==> config.mk <==
export PLATFORM = sky130hd
export DESIGN_NAME = tdc_meas_scheduler
export DESIGN_NICKNAME = d
export VERILOG_FILES = /design/src/rtl/tdc_pkg.sv /design/src/rtl/tdc_meas_scheduler_sync_fifo.sv /design/src/rtl/tdc_meas_scheduler.sv
export SDC_FILE = /design/constraint.sdc
export NUM_CORES = 1
export LEC_CHECK = 0
export ABC_AREA = 1
export BUFFER_PORTS_ARGS = -buffer_cell sky130_fd_sc_hd__buf_4
export CAP_MARGIN = 20
export CORE_UTILIZATION = 55
export CTS_CLUSTER_SIZE = 40
export DETAILED_ROUTE_END_ITERATION = 10
export PLACE_DENSITY = 0.82
export SLEW_MARGIN = 15
export SYNTH_ARGS = -nofsm -noshare
export SYNTH_HDL_FRONTEND = slang
export SYNTH_HIERARCHICAL = 1
export SYNTH_SLANG_ARGS = --single-unit
==> constraint.sdc <==
create_clock -name clk -period 4 [get_ports clk]
set_input_delay 1 -clock clk [delete_from_list [all_inputs] [get_ports clk]]
set_output_delay 1 -clock clk [all_outputs]
set_load 0.02 [all_outputs]
==> src/rtl/tdc_pkg.sv <==
// Shared types and constants for the TDC measurement scheduler.
package tdc_pkg;

  localparam int DATA_W_DEF   = 40;
  localparam int GUARD_CYCLES = 16;

  typedef enum logic [1:0] {
    T_IDLE   = 2'd0,
    T_LAUNCH = 2'd1,
    T_WAITB  = 2'd2,
    T_WAITD  = 2'd3
  } tx_state_e;

endpackage

==> src/rtl/tdc_meas_scheduler_sync_fifo.sv <==
// Flop-based FIFO; head always presents the oldest entry, level tracked independently of pointers.
module tdc_meas_scheduler_sync_fifo
  import tdc_pkg::*;
#(
  parameter int DATA_W = DATA_W_DEF,
  parameter int DEPTH  = 8
) (
  input  logic                     clk,
  input  logic                     rst,
  input  logic                     push,
  input  logic                     pop,
  input  logic [DATA_W-1:0]        din,
  output logic [DATA_W-1:0]        head,
  output logic                     full,
  output logic                     empty,
  output logic [$clog2(DEPTH):0]   level
);

  localparam int AW = $clog2(DEPTH);
  localparam logic [AW:0] FULL_LVL = (AW+1)'(DEPTH);

  logic [DATA_W-1:0] mem_q [DEPTH];
  logic [DATA_W-1:0] mem_d [DEPTH];
  logic [AW-1:0]     wr_ptr_q, wr_ptr_d, rd_ptr_q, rd_ptr_d;
  logic [AW:0]       level_q, level_d;
  logic              push_ok;

  assign full  = (level_q == FULL_LVL);
  assign empty = (level_q == '0);
  assign level = level_q;
  assign head  = mem_q[rd_ptr_q];

  // A push at full is only accepted when the same cycle frees a slot.
  assign push_ok = push & (~full | pop);

  always_comb begin
    mem_d    = mem_q;
    wr_ptr_d = wr_ptr_q;
    rd_ptr_d = rd_ptr_q;
    level_d  = level_q;
    if (push_ok) begin
      mem_d[wr_ptr_q] = din;
      wr_ptr_d        = wr_ptr_q + AW'(1);
    end
    if (pop) begin
      rd_ptr_d = rd_ptr_q + AW'(1);
    end
    case ({push_ok, pop})
      2'b10:   level_d = level_q + (AW+1)'(1);
      2'b01:   level_d = level_q - (AW+1)'(1);
      default: level_d = level_q;
    endcase
  end

  always_ff @(posedge clk) begin
    mem_q <= mem_d;
  end

  always_ff @(posedge clk or posedge rst) begin
    if (rst) begin
      wr_ptr_q <= '0;
      rd_ptr_q <= '0;
      level_q  <= '0;
    end else begin
      wr_ptr_q <= wr_ptr_d;
      rd_ptr_q <= rd_ptr_d;
      level_q  <= level_d;
    end
  end

endmodule

==> src/rtl/tdc_meas_scheduler.sv <==
// Arms tdc_core with holdoff and timeout abort, buffers results, and feeds uart_tx one word at a time.
module tdc_meas_scheduler
  import tdc_pkg::*;
#(
  parameter int DATA_W        = DATA_W_DEF,
  parameter int DEPTH         = 8,
  parameter int HOLDOFF       = 16,
  parameter int TIMEOUT       = 2000000,
  parameter int STALL_ON_FULL = 0
) (
  input  logic                    clk,
  input  logic                    rst,
  input  logic                    enable,
  input  logic [DATA_W-1:0]       meas_data,
  input  logic                    meas_valid,
  input  logic                    tdc_idle,
  output logic                    arm,
  output logic                    tdc_abort,
  output logic [DATA_W-1:0]       tx_data,
  output logic                    tx_start,
  input  logic                    tx_busy,
  output logic [$clog2(DEPTH):0]  fifo_level,
  output logic [15:0]             drop_count,
  output logic [15:0]             timeout_count
);

  localparam int HW = (HOLDOFF > 0) ? $clog2(HOLDOFF + 1) : 1;
  localparam int TW = (TIMEOUT > 1) ? $clog2(TIMEOUT) : 1;
  localparam logic [HW-1:0] HOLD_LOAD = HW'(HOLDOFF);
  localparam logic [TW-1:0] TO_LAST   = TW'(TIMEOUT - 1);
  localparam logic [3:0]    GUARD_LAST = 4'(GUARD_CYCLES - 1);

  tx_state_e         state_q, state_d;
  logic [3:0]        guard_q, guard_d;
  logic [DATA_W-1:0] tx_data_q, tx_data_d;
  logic [HW-1:0]     hold_q, hold_d;
  logic [TW-1:0]     tcnt_q, tcnt_d;
  logic              arm_q, arm_d;
  logic              abort_q, abort_d;
  logic [15:0]       tocnt_q, tocnt_d;
  logic [15:0]       dropcnt_q, dropcnt_d;

  logic              fifo_pop, fifo_full, fifo_empty;
  logic [DATA_W-1:0] fifo_head;
  logic              stall, to_hit;

  tdc_meas_scheduler_sync_fifo #(
    .DATA_W (DATA_W),
    .DEPTH  (DEPTH)
  ) u_fifo (
    .clk   (clk),
    .rst   (rst),
    .push  (meas_valid),
    .pop   (fifo_pop),
    .din   (meas_data),
    .head  (fifo_head),
    .full  (fifo_full),
    .empty (fifo_empty),
    .level (fifo_level)
  );

  assign arm           = arm_q;
  assign tdc_abort     = abort_q;
  assign tx_data       = tx_data_q;
  assign drop_count    = dropcnt_q;
  assign timeout_count = tocnt_q;

  assign stall  = (STALL_ON_FULL != 0) && fifo_full;
  // A result arriving on the final timeout cycle beats the abort.
  assign to_hit = ~tdc_idle & (tcnt_q == TO_LAST) & ~meas_valid;

  // TX handshake; a word is only popped once uart_tx is free to take it.
  always_comb begin
    state_d   = state_q;
    guard_d   = guard_q;
    tx_data_d = tx_data_q;
    fifo_pop  = 1'b0;
    tx_start  = 1'b0;
    case (state_q)
      T_IDLE: begin
        if (~fifo_empty & ~tx_busy) begin
          fifo_pop  = 1'b1;
          tx_data_d = fifo_head;
          state_d   = T_LAUNCH;
        end
      end
      T_LAUNCH: begin
        tx_start = 1'b1;
        guard_d  = '0;
        state_d  = T_WAITB;
      end
      T_WAITB: begin
        if (tx_busy) begin
          state_d = T_WAITD;
        end else if (guard_q == GUARD_LAST) begin
          state_d = T_IDLE;
        end else begin
          guard_d = guard_q + 4'd1;
        end
      end
      T_WAITD: begin
        if (~tx_busy) state_d = T_IDLE;
      end
      default: state_d = T_IDLE;
    endcase
  end

  always_comb begin
    hold_d    = hold_q;
    tcnt_d    = tcnt_q;
    tocnt_d   = tocnt_q;
    dropcnt_d = dropcnt_q;
    abort_d   = to_hit;
    arm_d     = enable & tdc_idle & (hold_q == '0) & ~stall;

    if (tdc_idle || (tcnt_q == TO_LAST)) tcnt_d = '0;
    else                                 tcnt_d = tcnt_q + TW'(1);

    if (to_hit && (tocnt_q != 16'hFFFF)) tocnt_d = tocnt_q + 16'd1;

    if (meas_valid | to_hit)  hold_d = HOLD_LOAD;
    else if (hold_q != '0)    hold_d = hold_q - HW'(1);

    if (meas_valid && fifo_full && !fifo_pop && (dropcnt_q != 16'hFFFF))
      dropcnt_d = dropcnt_q + 16'd1;
  end

  always_ff @(posedge clk or posedge rst) begin
    if (rst) begin
      state_q   <= T_IDLE;
      guard_q   <= '0;
      tx_data_q <= '0;
      hold_q    <= '0;
      tcnt_q    <= '0;
      arm_q     <= 1'b0;
      abort_q   <= 1'b0;
      tocnt_q   <= '0;
      dropcnt_q <= '0;
    end else begin
      state_q   <= state_d;
      guard_q   <= guard_d;
      tx_data_q <= tx_data_d;
      hold_q    <= hold_d;
      tcnt_q    <= tcnt_d;
      arm_q     <= arm_d;
      abort_q   <= abort_d;
      tocnt_q   <= tocnt_d;
      dropcnt_q <= dropcnt_d;
    end
  end

endmodule

======== After elaboration in Yosys (flattened, before gate mapping) ========
Cells that the tools add are included.
storage, ports and cells
  bits in registers ....................... 436
  latch bits .............................. 0
  bits in writable memories ............... 0
  memory bits (read-only) ................. 0
  input bits .............................. 46
  output and inout port bits .............. 79
  logic and storage cells ................. 100
  memories ................................ 0
operators by class
  add/sub/neg operators ................... 9
  $mul .................................... 0
  divide/modulo/power cells ............... 0
  magnitude comparators ................... 3
  equality and inequality tests ........... 15
  shifts and indexed selects .............. 0
  muxes and demuxes ....................... 21
  bitwise gates (word level) .............. 15
  reduce and logical (&&, ||, !) cells .... 17
operators by type and width
  cell                                                             count
  320-bit bitwise mux                                              1
  40-bit binary-select mux with 3-bit select                       1
  40-bit demux with 3-bit select                                   1
  40-bit two-way mux                                               3
  16-bit by 1-bit adder with 16-bit output, second input constant  2
  16-bit inequality test, second input constant                    2
  21-bit by 1-bit adder with 21-bit output, second input constant  1
  21-bit == test, second input constant                            1
  21-bit two-way mux                                               1
  4-bit case mux with 2 select lines                               2
  5-bit two-way mux                                                2
  4-bit by 1-bit adder with 4-bit output, second input constant    2
  4-bit == test, second input constant                             2
  4-bit greater-or-equal comparator, second input constant         2
  2-bit two-way mux                                                4
  4-bit two-way mux                                                2
  2-bit inequality test, second input constant                     4
  3-bit inverter with 4-bit output                                 2
  2-bit case mux with 4 select lines                               1
  3-bit by 1-bit adder with 3-bit output, second input constant    2
  1-bit bitwise AND                                                6
  2-bit == test, second input constant                             3
  3-bit AND reduction                                              2
  2-bit nonzero test                                               3
  other kinds (16)                                                 28

======== Longest topological paths before layout ========
  depth after elaboration ................. 9
  mapped depth ............................ 16
  gate-level depth less buffers ........... 14

======== Cells and area by module ========
The synthesis kept the hierarchy.
by module, submodules not included
  module                        times used  cells each  area an instance (µm²)  seq. area each (µm²)
  tdc_meas_scheduler_sync_fifo  1           1031        13103.8                 9859.5
  tdc_meas_scheduler            1           698         5347.6                  2652.5

======== Worst setup path before layout ========
OpenSTA, ideal clock, no wires.
  path kind ............................... input port to flip-flop
  start point ............................. input port tx_busy
  end point ............................... register u_fifo/mem_q[120] (netlist name) (enable)
  library setup time ...................... 0.437 ns
  data arrival time ....................... 3.948 ns
  required time ........................... 3.563 ns
  setup slack ............................. -0.385 ns
  stages .................................. 8
  buffers on the path ..................... 2
  path through ............................ nor4_4 buf_2 buf_4 inv_2 nand4_1 nand2_1 or2_2 nor2_1
between the ends
  longest elaborated chain between the ends .. 6
ends and longest elaborated chain
  what                  line                                text
  start, declared       tdc_meas_scheduler.sv:21            input logic tx_busy,
  1-bit inverter        n/a
  1-bit bitwise AND     tdc_meas_scheduler.sv:81            if (~fifo_empty & ~tx_busy) begin
  1-bit two-way mux     tdc_meas_scheduler.sv:81
  1-bit two-way mux     tdc_meas_scheduler.sv:79            case (state_q)
  named net fifo_pop    tdc_meas_scheduler.sv:43            logic fifo_pop, fifo_full, fifo_empty;
  1-bit bitwise OR      tdc_meas_scheduler_sync_fifo.sv:34  assign push_ok = push & (~full | pop);
  1-bit bitwise AND     tdc_meas_scheduler_sync_fifo.sv:34
  end signal, assigned  tdc_meas_scheduler_sync_fifo.sv:56  mem_q <= mem_d;
  end, declared         tdc_meas_scheduler_sync_fifo.sv:22  logic [DATA_W-1:0] mem_q [DEPTH];
The timed path passes the listed nets, and every way through them passes these cells.
A chain may end at the register's enable or synchronous reset.

======== Final worst setup path ========
  start point ............................. register u_fifo.level_q[0] (netlist: u_fifo/level[0])
  end point ............................... register u_fifo/mem_q[274] (netlist name) (enable)
between the ends
  longest elaborated chain between the ends .. 7
  elaborated cells between the ends (all ways) .. 9
  classes of those cells .................. eq/ne: 1; mux: 2; bitwise: 5; reduce/logical: 1
ends and longest elaborated chain
  what                    line                                text
  start, declared         tdc_meas_scheduler_sync_fifo.sv:25  logic [AW:0] level_q, level_d;
  start signal, assigned  tdc_meas_scheduler_sync_fifo.sv:67  level_q <= level_d;
  4-bit logical NOT       tdc_meas_scheduler_sync_fifo.sv:29  assign empty = (level_q == '0);
  named net fifo_empty    tdc_meas_scheduler.sv:43
  1-bit inverter          tdc_meas_scheduler.sv:81
  1-bit bitwise AND       tdc_meas_scheduler.sv:81
  1-bit two-way mux       tdc_meas_scheduler.sv:81
  1-bit two-way mux       tdc_meas_scheduler.sv:79
  1-bit bitwise OR        tdc_meas_scheduler_sync_fifo.sv:34
  1-bit bitwise AND       tdc_meas_scheduler_sync_fifo.sv:34
The timed path passes the listed nets, and every way through them passes these cells.

==> metrics.md <==
| Metric | Value |
|---|---|
| Run status | finished, violations left |
| Failing checks | design-rule violations |
| Detailed-router iteration count before antenna repair | 8 |
| Post-synth EDFFs | 320 |
| Remaining antenna violation count | 0 |
| DRC violations left | 1 |
| Level count of the clock H-tree | 2 |
| Number of filler cells placed in the layout | 2,380 |
| Wire length of the first global-routing pass | 64.7 mm |
| Final hold slack | 0.470 ns |
| Synth Net Count | roughly 1,800 |
| Clock root buffer master | sky130_fd_sc_hd__clkbuf_16 |
| Area occupied by multi-input gates | roughly 5200 um2 |
| Effective utilization at floorplan | 0.563 |
| Post-Route Setup TNS | 0 ns |
| Number of buffers created by CTS | 43 |
| Highest ir drop seen on vdd | 0.418 mV |
| Number of hold buffers added after CTS | 0 |
| Max-Slew Margin vs Limit | 0.464 |
| Kind of end point of the critical path | register |
| Clock Sinks | 436 |
| Least-Margin Pin Slew | between 0.8 and 0.9 ns |
| Critical path fanouts, max | 27 |
| Area of placed instances | between 15,000 and 20,000 um2 |
| Aggregate global routing overflow | 0 |
| Setup fix buffers added after clock tree synthesis | 0 |
| Worst reg2reg setup slack | about 1.4 ns |
| Reg-to-reg startpoint | u_fifo/level[0] |
| Number of gates given a new drive strength after cts | 0 |
| Distinct cell type count of the synthesized netlist | 40 |
| Leading register cell type out of synthesis | sky130_fd_sc_hd__edfxtp_1 |
| CP arrival | ~2.9 ns |
| Clock tree from TritonCTS | done |
| Endpoint required time on the critical path | between 4 and 5 ns |
| Bufs on Longest Clock Path | 3 |
| Fraction of the cycle the final worst path needs | 0.658 |
| Adder and majority gate portion of the synthesized area | 0.00542 |
| Largest net degree at the start of global routing | 161 |
| Synth warnings | 6 |
| Number of input and output port buffers inserted | 124 |
| Number of DRC violations after detailed-routing iteration 0 | ~1,200 |
| Area share of xor/xnor cells in the synthesized design | 0.0166 |
| Final instance area | 21,100 um2 |
| Synthesized-area fraction occupied by ao, oa, aoi and oai cells | 0.0766 |
| Detailed-route via count | 13,000 |
| Pwr/cell area | between 600 and 700 nW/um2 |
| Post-synthesis sequential area ratio | 0.678 |
| Cells on worst reg2reg path | 11 |
| Fraction of met2 tracks used by global routing | 0.413 |
| Max-Cap Viols | 0 |
| Top cells by count, synth | sky130_fd_sc_hd__nand2_1, sky130_fd_sc_hd__edfxtp_1, sky130_fd_sc_hd__nor2_1 |
| Placer congestion estimate | approximately 0.9 |
| Fraction of registers with async set or reset after synthesis | 0.266 |
| Final setup viols | 0 |
| Area delta synth->final | 14.4% |
| Overall fraction of global-route tracks in use | 0.241 |
| Final routed wirelength across all metal layers | approximately 40 mm |
| Boundary pin count | 125 |
| Main combinational cell family by area after synthesis | simple AND/OR/NAND/NOR gates |
| Number of endpoints with negative hold slack in the final report | 0 |
| Multiplexer share of the synthesized area | 0.000542 |
| Vias in the first global route | 12,700 |
| Startpoint-to-endpoint class of the critical path | register to register |
| Post-layout min period | 2.63 ns |
| Post-synthesis cell count | ~1,700 |
| Area share of the leading cell type in the synthesized netlist | 0.521 |
| Library cell occupying the most area in the post-synthesis netlist | sky130_fd_sc_hd__edfxtp_1 |
| Area of the core region | 32,800 um2 |
| Basic-gate share of the synthesized area counting and, or, nand and nor cells | 0.180 |
| Die Span Y | approximately 190 um |
| Total standard cell area after synthesis | 18,500 um2 |
| Synthesis-stage register bit count | 436 |
| Chip Width | around 190 um |
| Skew-Pair Late Insertion Delay | between 0.5 and 0.6 ns |
| Number of antenna violations at the first check in global routing | 0 |
| Vias per inst | between 5 and 6 |
| Number of slew-limit violations in the final report | 0 |
| Storage element area | about 13,000 um2 |
| CTS clk-pin slew, worst paths | roughly 0.060 ns |
| Synthesized area per cell | 10.7 um2 |
| Number of nets in the layout | about 1,900 |
| Worst min-delay path category | input pin to asynchronous set/reset pin |
| GR Util met1 | 0.314 |
| Unrepaired setup endpoints after global routing | no |
| Met3 Usage GRT | 0.0364 |
| Share of layout cells above drive strength 1 | 0.122 |
| Category of the worst setup path launch point | register |
| Busiest layer in global routing | met2 |
| Worst R2R End | u_fifo/mem_q[274] |
| Ant. Diodes | 0 |
| FMAX | ~380 MHz |
| Leakage | around 8.3 nW |
| Die footprint | about 34,000 um2 |
| HPWL after detailed placement | 23.9 mm |
| Cells taking the most area after synthesis | sky130_fd_sc_hd__edfxtp_1, sky130_fd_sc_hd__dfrtp_1, sky130_fd_sc_hd__nand2_1 |
| Average wire per standard cell | 17.4 um |
| Number of placement rows | 66 |
| Clock Skew | 0.0299 ns |
| Dominant cell by count in the synthesized netlist | sky130_fd_sc_hd__nand2_1 |
## registers in the layout (all words and copies together) (netlist names), 4 cells and up
name,cells
tcnt_q,21
hold_q,5
u_fifo/mem_q,320
u_fifo/level,4
drop_count,16
guard_q,4
tx_data,40
timeout_count,16
## power by group
group          internal, mW  switching (mW)
clock network          2.29            1.61
registers              5.66           0.381
logic                  1.41            3.03
total                  9.36            5.02
## placed cells by master (no fill, tap or decap), drive strengths merged
cell type and count:
nand2 444, edfxtp 320, nor2 281, o21ai 172
buf 143, dfrtp 116, inv 78, clkbuf 60
a21oi 49, nand3 43, a31oi 40, nand4 27
nor3 19, xnor2 18, xor2 17, clkinv 15
ha 8, bufinv 4, nor4 4, o22ai 3
nand3b 3, o211ai 2, or2 2, mux2i 1
a31o 1, a211oi 1, nor3b 1, and2 1
o21bai 1
## cell type report
type / instances / area share
Sequential cell: 436 / 0.593
Inverter: 78 / 0.0143
Multi-Input combinational cell: 1138 / 0.247
Clock buffer: 60 / 0.0550
Timing Repair Buffer: 143 / 0.0554
Tap cell: 442 / 0.0262
Clock inverter: 19 / 0.00942
## layer usage
metal | part of all wire | routed length [um] | vias up
met3 | 0.072 | 2920 | 100
met4 | 0.028 | 1120 | 0
met2 | 0.50 | 20100 | 566
met5 | 0 | 0 | -
met1 | 0.40 | 16300 | 6264
li1 | - | - | 6107
## per-stage QoR
step,power (mW),cells,setup WS (ns),util
CTS,14.4,2315,1.37,0.643
finish,14.4,2316,1.37,0.644
floorplan,9.20,1729,-0.385,-
detailed placement,10.5,2236,0.898,0.602
global route,15.2,2316,1.12,0.644
global placement,10.3,2236,0.948,0.602
## cells by family after synthesis
logic type	Yosys count
AO/OA/AOI/OAI	269
XOR/XNOR	35
adder cells (fa/ha/maj)	8
buffers and inverters	155
flip-flops	436
multiplexers	1
AND/OR/NAND/NOR	825
## critical path, stage by stage, from the launching register on
cell,delay (ns)
sky130_fd_sc_hd__dfrtp_1,0.44
sky130_fd_sc_hd__nor2_1,0.11
sky130_fd_sc_hd__inv_1,0.09
sky130_fd_sc_hd__nor3_1,0.08
sky130_fd_sc_hd__nor4_4,0.18
sky130_fd_sc_hd__inv_2,0.06
sky130_fd_sc_hd__nand4_1,0.09
sky130_fd_sc_hd__nand2_1,0.10
sky130_fd_sc_hd__inv_2,0.10
sky130_fd_sc_hd__nand2_1,0.22
sky130_fd_sc_hd__nor2_4,0.55
sky130_fd_sc_hd__buf_12,0.29
## worst max-delay path by stage
stage | startpoint | end | cells past startpoint
floorplan | tx_busy | u_fifo/mem_q[120] | 8
CTS | u_fifo/level[0] | u_fifo/mem_q[233] | 10
global route | u_fifo/level[0] | u_fifo/level[2] | 15
global placement | tx_busy | u_fifo/mem_q[123] | 8
finish | u_fifo/level[0] | u_fifo/mem_q[274] | 11
detailed placement | tx_busy | u_fifo/mem_q[203] | 8
No activity file was read; power rests on OpenSTA's default activity.
